## src/rtl/regfile_pkg.sv

```systemverilog
// Shared definitions for the register-file write-port arbiter: widths,
// requester identifiers and the arbiter state encoding.
package regfile_pkg;

  localparam int REG_AW   = 4;
  localparam int REG_DW   = 8;
  localparam int NUM_REGS = 16;

  localparam logic REQ_A = 1'b0;
  localparam logic REQ_B = 1'b1;

  typedef enum logic {
    ST_RR     = 1'b0,
    ST_LOCK_A = 1'b1
  } state_t;

  // Register 0 is hardwired; writes to it are consumed but never enabled.
  function automatic logic is_writable(input logic [REG_AW-1:0] addr);
    return (addr != {REG_AW{1'b0}});
  endfunction

endpackage

```

## src/rtl/rr_arb2.sv

```systemverilog
// Two-input arbiter: one-hot grant, ties resolved toward the requester
// named by prio.
module rr_arb2
  import regfile_pkg::*;
(
  input  logic [1:0] req,
  input  logic       prio,
  output logic [1:0] grant
);

  // Grant the lone requester, or the preferred one when both ask.
  always_comb begin
    grant = 2'b00;
    case (req)
      2'b01:   grant = 2'b01;
      2'b10:   grant = 2'b10;
      2'b11:   grant = (prio == REQ_B) ? 2'b10 : 2'b01;
      default: grant = 2'b00;
    endcase
  end

endmodule

```

## src/rtl/regfile_wr_arbiter.sv

```systemverilog
// Arbitrates the ALU writeback (A, lockable) and the I/O load path (B)
// onto the single register-file write port; the write itself is registered.
module regfile_wr_arbiter
  import regfile_pkg::*;
#(
  parameter int PRIO_MODE = 0
) (
  input  logic              clk,
  input  logic              reset,
  input  logic              a_valid,
  input  logic [REG_AW-1:0] a_addr,
  input  logic [REG_DW-1:0] a_data,
  input  logic              a_lock,
  output logic              a_ready,
  input  logic              b_valid,
  input  logic [REG_AW-1:0] b_addr,
  input  logic [REG_DW-1:0] b_data,
  output logic              b_ready,
  output logic              we3,
  output logic [REG_AW-1:0] wa3,
  output logic [REG_DW-1:0] wd3,
  output logic              grant_b
);

  state_t            state_r;
  logic              last_b_r;
  logic              we3_r;
  logic [REG_AW-1:0] wa3_r;
  logic [REG_DW-1:0] wd3_r;
  logic              grant_b_r;

  logic              tie_prio_s;
  logic [1:0]        grant_s;
  logic              a_xfer_s;
  logic              b_xfer_s;
  logic [REG_AW-1:0] wr_addr_s;
  logic [REG_DW-1:0] wr_data_s;

  // Tie-break preference: A while locked or in fixed mode, else whoever lost last.
  always_comb begin
    tie_prio_s = REQ_A;
    if (state_r == ST_LOCK_A) begin
      tie_prio_s = REQ_A;
    end else if (PRIO_MODE != 0) begin
      tie_prio_s = REQ_A;
    end else begin
      tie_prio_s = ~last_b_r;
    end
  end

  rr_arb2 u_arb (
    .req   ({b_valid, a_valid}),
    .prio  (tie_prio_s),
    .grant (grant_s)
  );

  assign a_ready   = grant_s[REQ_A] & ~reset;
  assign b_ready   = grant_s[REQ_B] & ~reset;
  assign a_xfer_s  = a_valid & a_ready;
  assign b_xfer_s  = b_valid & b_ready;
  assign wr_addr_s = b_xfer_s ? b_addr : a_addr;
  assign wr_data_s = b_xfer_s ? b_data : a_data;

  // Lock FSM, last-grant pointer and the registered write port.
  always_ff @(posedge clk) begin
    if (reset) begin
      state_r   <= ST_RR;
      last_b_r  <= 1'b1;
      we3_r     <= 1'b0;
      wa3_r     <= {REG_AW{1'b0}};
      wd3_r     <= {REG_DW{1'b0}};
      grant_b_r <= 1'b0;
    end else begin
      we3_r     <= (a_xfer_s | b_xfer_s) & is_writable(wr_addr_s);
      grant_b_r <= b_xfer_s;
      if (a_xfer_s | b_xfer_s) begin
        wa3_r    <= wr_addr_s;
        wd3_r    <= wr_data_s;
        last_b_r <= b_xfer_s;
      end
      case (state_r)
        ST_RR: begin
          if (a_xfer_s & a_lock) begin
            state_r <= ST_LOCK_A;
          end
        end
        ST_LOCK_A: begin
          if (~a_lock & (a_xfer_s | ~a_valid)) begin
            state_r <= ST_RR;
          end
        end
        default: state_r <= ST_RR;
      endcase
    end
  end

  assign we3     = we3_r;
  assign wa3     = wa3_r;
  assign wd3     = wd3_r;
  assign grant_b = grant_b_r;

endmodule

```

## config.mk

```make
export PLATFORM = sky130hd
export DESIGN_NAME = regfile_wr_arbiter
export DESIGN_NICKNAME = d
export VERILOG_FILES = /design/src/rtl/regfile_pkg.sv /design/src/rtl/rr_arb2.sv /design/src/rtl/regfile_wr_arbiter.sv
export SDC_FILE = /design/constraint.sdc
export NUM_CORES = 1
export LEC_CHECK = 0
export ABC_AREA = 1
export ABC_CLOCK_PERIOD_IN_PS = 1070
export BUFFER_PORTS_ARGS = -buffer_cell sky130_fd_sc_hd__buf_2
export CAP_MARGIN = 20
export CORE_MARGIN = 2
export CORE_UTILIZATION = 37
export DETAILED_ROUTE_END_ITERATION = 8
export PLACE_DENSITY_LB_ADDON = 0.3
export SYNTH_ARGS = -nofsm -noshare
export SYNTH_HDL_FRONTEND = slang
export SYNTH_SLANG_ARGS = --single-unit
```

## constraint.sdc

```tcl
create_clock -name clk -period 1.07 [get_ports clk]
set_input_delay 0.107 -clock clk [delete_from_list [all_inputs] [get_ports clk]]
set_output_delay 0.107 -clock clk [all_outputs]
set_load 0.05 [all_outputs]
```

Word level (Yosys, flattened, before mapping)
Cells that the tools add are included.
{ "totals": {"regBits": 16, "inputBits": 29, "output_inout_bits": 16, "word_cells": 32} }
{ "classes": {"eq_ne": 3, "mux": 8, "bitwise_logic": 14, "n_reduce_logical": 1} }
{ "op_table": {"columns": ["op", "n"], "rows": [
  ["8-bit 2-to-1 mux", 1],
  ["1-bit bitwise AND", 7],
  ["2-bit case mux with 3 select lines", 1],
  ["1-bit NOT", 5],
  ["2-bit == test, second input constant", 2],
  ["4-bit 2-to-1 mux", 1],
  ["4-bit nonzero test", 1],
  ["1-bit 2-to-1 mux", 3],
  ["2-bit by 1-bit == test with 1-bit output, second input constant", 1],
  ["2-bit 2-to-1 mux", 1],
  ["1-bit OR", 2],
  ["1-bit case mux with 2 select lines", 1]
]} }

Longest topological paths before layout
{ "depth": {"ltp_word": 10, "ltp_mapped": 9} }

Hierarchy
A second synthesis with hierarchy kept.
{ "hier_totals": {"hier_cells": 119, "hier_area_um2": 790.8} }
{ "by_module_without_submodules": {"columns": ["module", "instances", "cells_each", "area_per_inst_um2", "seq_area_each_um2"], "rows": [
  ["regfile_wr_arbiter", 1, 114, 770.7, 320.3],
  ["rr_arb2", 1, 5, 20.0, 0.0]
]} }

Worst setup path after synthesis
OpenSTA, ideal clock, no wires.
{ "synth_timing": {"kind": "flip-flop to flip-flop", "startpoint": "register last_b_r", "endpoint": "register state_r", "t_arrival_ps": 1317, "required_time_ps": 953, "slack_ps": -364, "path_stages_with_launch": 8, "path_buffers": 0, "period_less_slack_ps": 1434, "path_cell_list": "dfxtp_1 > nor2_1 > nand2_1 > nand2_2 > nor2_2 > inv_2 > a21oi_1 > a21oi_1"} }
{ "synth_via": {"elab_chain_len": 10} }
{ "synth_rtl": {"columns": ["element", "line_no", "rtl"], "rows": [
  ["start, declared", "regfile_wr_arbiter.sv:26", "logic last_b_r;"],
  ["start signal, assigned", "regfile_wr_arbiter.sv:79", "last_b_r <= b_xfer_s;"],
  ["1-bit NOT (*)", "regfile_wr_arbiter.sv:47", "tie_prio_s = ~last_b_r;"],
  ["1-bit 2-to-1 mux (*)", "regfile_wr_arbiter.sv:42", "if (state_r == ST_LOCK_A) begin"],
  ["2-bit 2-to-1 mux (*)", "rr_arb2.sv:17", "2'b11: grant = (prio == REQ_B) ? 2'b10 : 2'b01;"],
  ["2-bit case mux with 3 select lines (*)", "rr_arb2.sv:14", "case (req)"],
  ["1-bit bitwise AND (*)", "regfile_wr_arbiter.sv:57", "assign a_ready = grant_s[REQ_A] & ~reset;"],
  ["via a_ready", "regfile_wr_arbiter.sv:14", "output logic a_ready,"],
  ["1-bit bitwise AND (*)", "regfile_wr_arbiter.sv:59", "assign a_xfer_s = a_valid & a_ready;"],
  ["1-bit OR", "regfile_wr_arbiter.sv:88", "if (~a_lock & (a_xfer_s | ~a_valid)) begin"],
  ["1-bit bitwise AND", "regfile_wr_arbiter.sv:88", null],
  ["1-bit 2-to-1 mux", "regfile_wr_arbiter.sv:88", null],
  ["1-bit case mux with 2 select lines (*)", "regfile_wr_arbiter.sv:81", "case (state_r)"],
  ["end signal, assigned", "regfile_wr_arbiter.sv:84", "state_r <= ST_LOCK_A;"],
  ["end signal, assigned", "regfile_wr_arbiter.sv:89", "state_r <= ST_RR;"],
  ["end signal, assigned", "regfile_wr_arbiter.sv:92", "default: state_r <= ST_RR;"],
  ["end, declared", "regfile_wr_arbiter.sv:25", "state_t state_r;"]
]} }
The timed path passes the listed nets; every way through them passes the cells marked *.
A chain may end at the register's enable or synchronous reset.

Final worst setup path
{ "layout_timing": {"startpoint": "register state_r", "endpoint": "output b_ready"} }
{ "layout_via": {"elab_chain_len": 4} }
{ "layout_rtl": {"columns": ["element", "line_no", "rtl"], "rows": [
  ["start signal, assigned", "regfile_wr_arbiter.sv:67", "state_r <= ST_RR;"],
  ["start signal, assigned", "regfile_wr_arbiter.sv:84", null],
  ["start signal, assigned", "regfile_wr_arbiter.sv:89", null],
  ["1-bit 2-to-1 mux", "regfile_wr_arbiter.sv:42", null],
  ["2-bit 2-to-1 mux", "rr_arb2.sv:17", null],
  ["2-bit case mux with 3 select lines", "rr_arb2.sv:14", null],
  ["1-bit bitwise AND", "regfile_wr_arbiter.sv:58", "assign b_ready = grant_s[REQ_B] & ~reset;"],
  ["end, declared", "regfile_wr_arbiter.sv:18", "output logic b_ready,"]
]} }
Every way passes these cells.

==> flow_metrics.tcl <==
set metrics [dict create \
    firstDrtPassIters 4 \
    layout_commonest_cell "buf_2" \
    fin_crit_sh_pct 120.9 \
    grt_usage_pct 18.26 \
    diodes 0 \
    ys_seq_area_share_pct 42.31 \
    area_delta_synth_final_pct 70.58 \
    start_util_pct 38.98 \
    hold_violations 0 \
    layout.nets 198 \
    die-area_sq_mm 0.002424 \
    reg2regPathDepth 9 \
    synthMuxAreaShare_pct 0 \
    numPortBuffers 44 \
    htreeDepth 1 \
    drive_gt1_share_pct 55.36 \
    cts.reportedPaths.clkPinSlew_ns 0.10 \
    holdPathStages 3 \
    final_util_pct 66.49 \
    post_drt_wl_per_cell_um 11.24 \
    drv_cap 0 \
    chipWidth_um 49.23 \
    grt_start_max_net_pins 14 \
    synthArstFlopShare_pct 0 \
    io_pins 45 \
    hpwl_um 1447 \
    critPathCaptureType "output port" \
    rows 16 \
    leakagePower_nw 0.7629 \
    syn_avg_cell_area_sq_um 6.820 \
    setup_tns_ns -1.787 \
    skew_ns 0.001755 \
    drc 0 \
    viasPerCell 4.600 \
    finalWeightedCongestion 0.7708 \
    peakVddDrop_mv 0.9769 \
    synth_compound_area_share_pct 15.87 \
    crit_arrival_ns 1.19 \
    synthAdderAreaFrac_pct 0 \
    tightest_slew_ns 0.2616 \
    setup_slack_ns -0.2235 \
    status "finished with violations" \
    core_area_sq_mm 0.001942 \
    syn_inst 111 \
    cts_tree "yes" \
    synth-simple-area-share_pct 28.76 \
    vias 897 \
    synth_nets 140 \
    start_kind "flip-flop" \
    synth_area_sq_um 757.0 \
    clockBufferDepth 2 \
    worstSkewPairLatency_ns 0.29 \
    gr-total-overflow 0 \
    setup_viol 16 \
    layout_common_cells "buf_2 (42), nand2_1 (23), inv_1 (16), dfxtp_1 (14)" \
    power.density_mw_per_mm2 1264 \
    cts_made_buffers 3 \
    synthXorXnorAreaFrac_pct 0 \
    synth_top_family_by_area "simple AND/OR/NAND/NOR gates" \
    max_freq_mhz 773.1 \
    rsz0062_at_grt "yes" \
    grt_pass1_vias 862 \
    ys_ff_latch 16 \
    crit_required_ns 0.96 \
    nFillCells 174 \
    crit_fanout 4 \
    relSlewSlack_pct 82.68 \
    violations "negative setup slack" \
    die_h_um 49.23 \
    ys.flop_type "dfxtp_1" \
    cts_root_buf "clkbuf_4" \
    drv_slew 0 \
    synth_edf_count 0 \
    first_iter_violations 12 \
    hp-class "input port to flip-flop" \
    routed_wl_um 2191 \
    critical_path_class "flip-flop to output port" \
    yosys_warnings 0 \
    ant_nets 0 \
    antenna_found_initial 0 \
    cts_sinks 16 \
    yosysUniqueCellTypes 20 \
    grt_pass1_wl_um 3470 \
    period_needed_ns 1.293 \
]
[state kept, by name, indices dropped and copies added, names as in the netlist]
register	flops
wd3	8
wa3	4
grant_b	1
last_b_r	1
state_r	1
we3	1
[stage by stage]
stage / power (mW) / area, sq um / setup WS, ns / instances / hold slack, ns
2_1_floorplan: 0.9833 / 773.2 / -0.1283 / 111 / 0.1761
3_3_place_gp: 1.120 / 1060 / -0.09602 / 186 / 0.3510
3_5_place_dp: 1.128 / 1060 / -0.1236 / 186 / 0.3590
4_1_cts: 1.578 / 1177 / -0.2223 / 195 / 0.05557
5_1_grt: 1.727 / 1291 / -0.3163 / 195 / 0.03322
6_report: 1.632 / 1291 / -0.2235 / 195 / 0.05332
[routing by layer]
layer | wire [um] | global-route usage [%]
met1 | 939 | 20.83
met2 | 1099 | 33.33
met3 | 112 | 3.067
met4 | 39 | 7.143
met5 | 0 | 0
[power breakdown]
part           total [mW]  switching, mW  internal [mW]
registers           0.664         0.0201          0.644
clock network       0.411          0.204          0.207
logic               0.557          0.352          0.205
[Yosys cell counts, types with 2 or more instances]
library cell	count	area share (%)
nand3_1	5	3.3
nand2_2	2	1.7
nand3b_1	2	2.0
dfxtp_1	16	42
o21ai_1	2	1.3
inv_1	17	8.4
o21ai_0	4	2.6
a21oi_1	9	5.9
nand2_1	34	17
nor2_1	4	2.0
inv_2	4	2.0
a21o_1	4	4.0
[logic make-up after synthesis]
| group | Yosys count |
|---|---|
| buffers and inverters | 24 |
| flip-flops | 16 |
| AO/OA/AOI/OAI | 21 |
| AND/OR/NAND/NOR | 50 |
[final cells by class]
class	count	area [sq um]	share of cell area (%)
Multi-Input combinational cell	71	442.9	34.30
Timing Repair Buffer	56	369.1	28.59
Sequential cell	16	322.8	25.00
Inverter	21	86.33	6.686
Clock buffer	4	36.28	2.810
Tap cell	27	33.78	2.616
[final timing paths]
kind                   from       to  slack, ns
hold / removal    b_data[7]   wd3[7]       0.05
setup reg to reg   last_b_r   wd3[1]      -0.18
setup / recovery    state_r  b_ready      -0.22
hold reg to reg      wd3[1]   wd3[1]       0.47
[what timing repair did]
item | in CTS | in global routing
resized for setup | 13 | 34
gates cloned | 0 | 0
setup buffers | 6 | 1
setup endpoints to repair | 15 | 16
hold buffers | 0 | 0
pin swaps | 6 | 12
[worst max-delay path, stage by stage, from the launching register on]
cell	delay, ns
dfxtp_2	0.33
nor2_1	0.09
nand2_1	0.08
nand2_4	0.11
nand2_4	0.07
clkinv_4	0.07
buf_8	0.14
(Power assumes the default switching activity.)
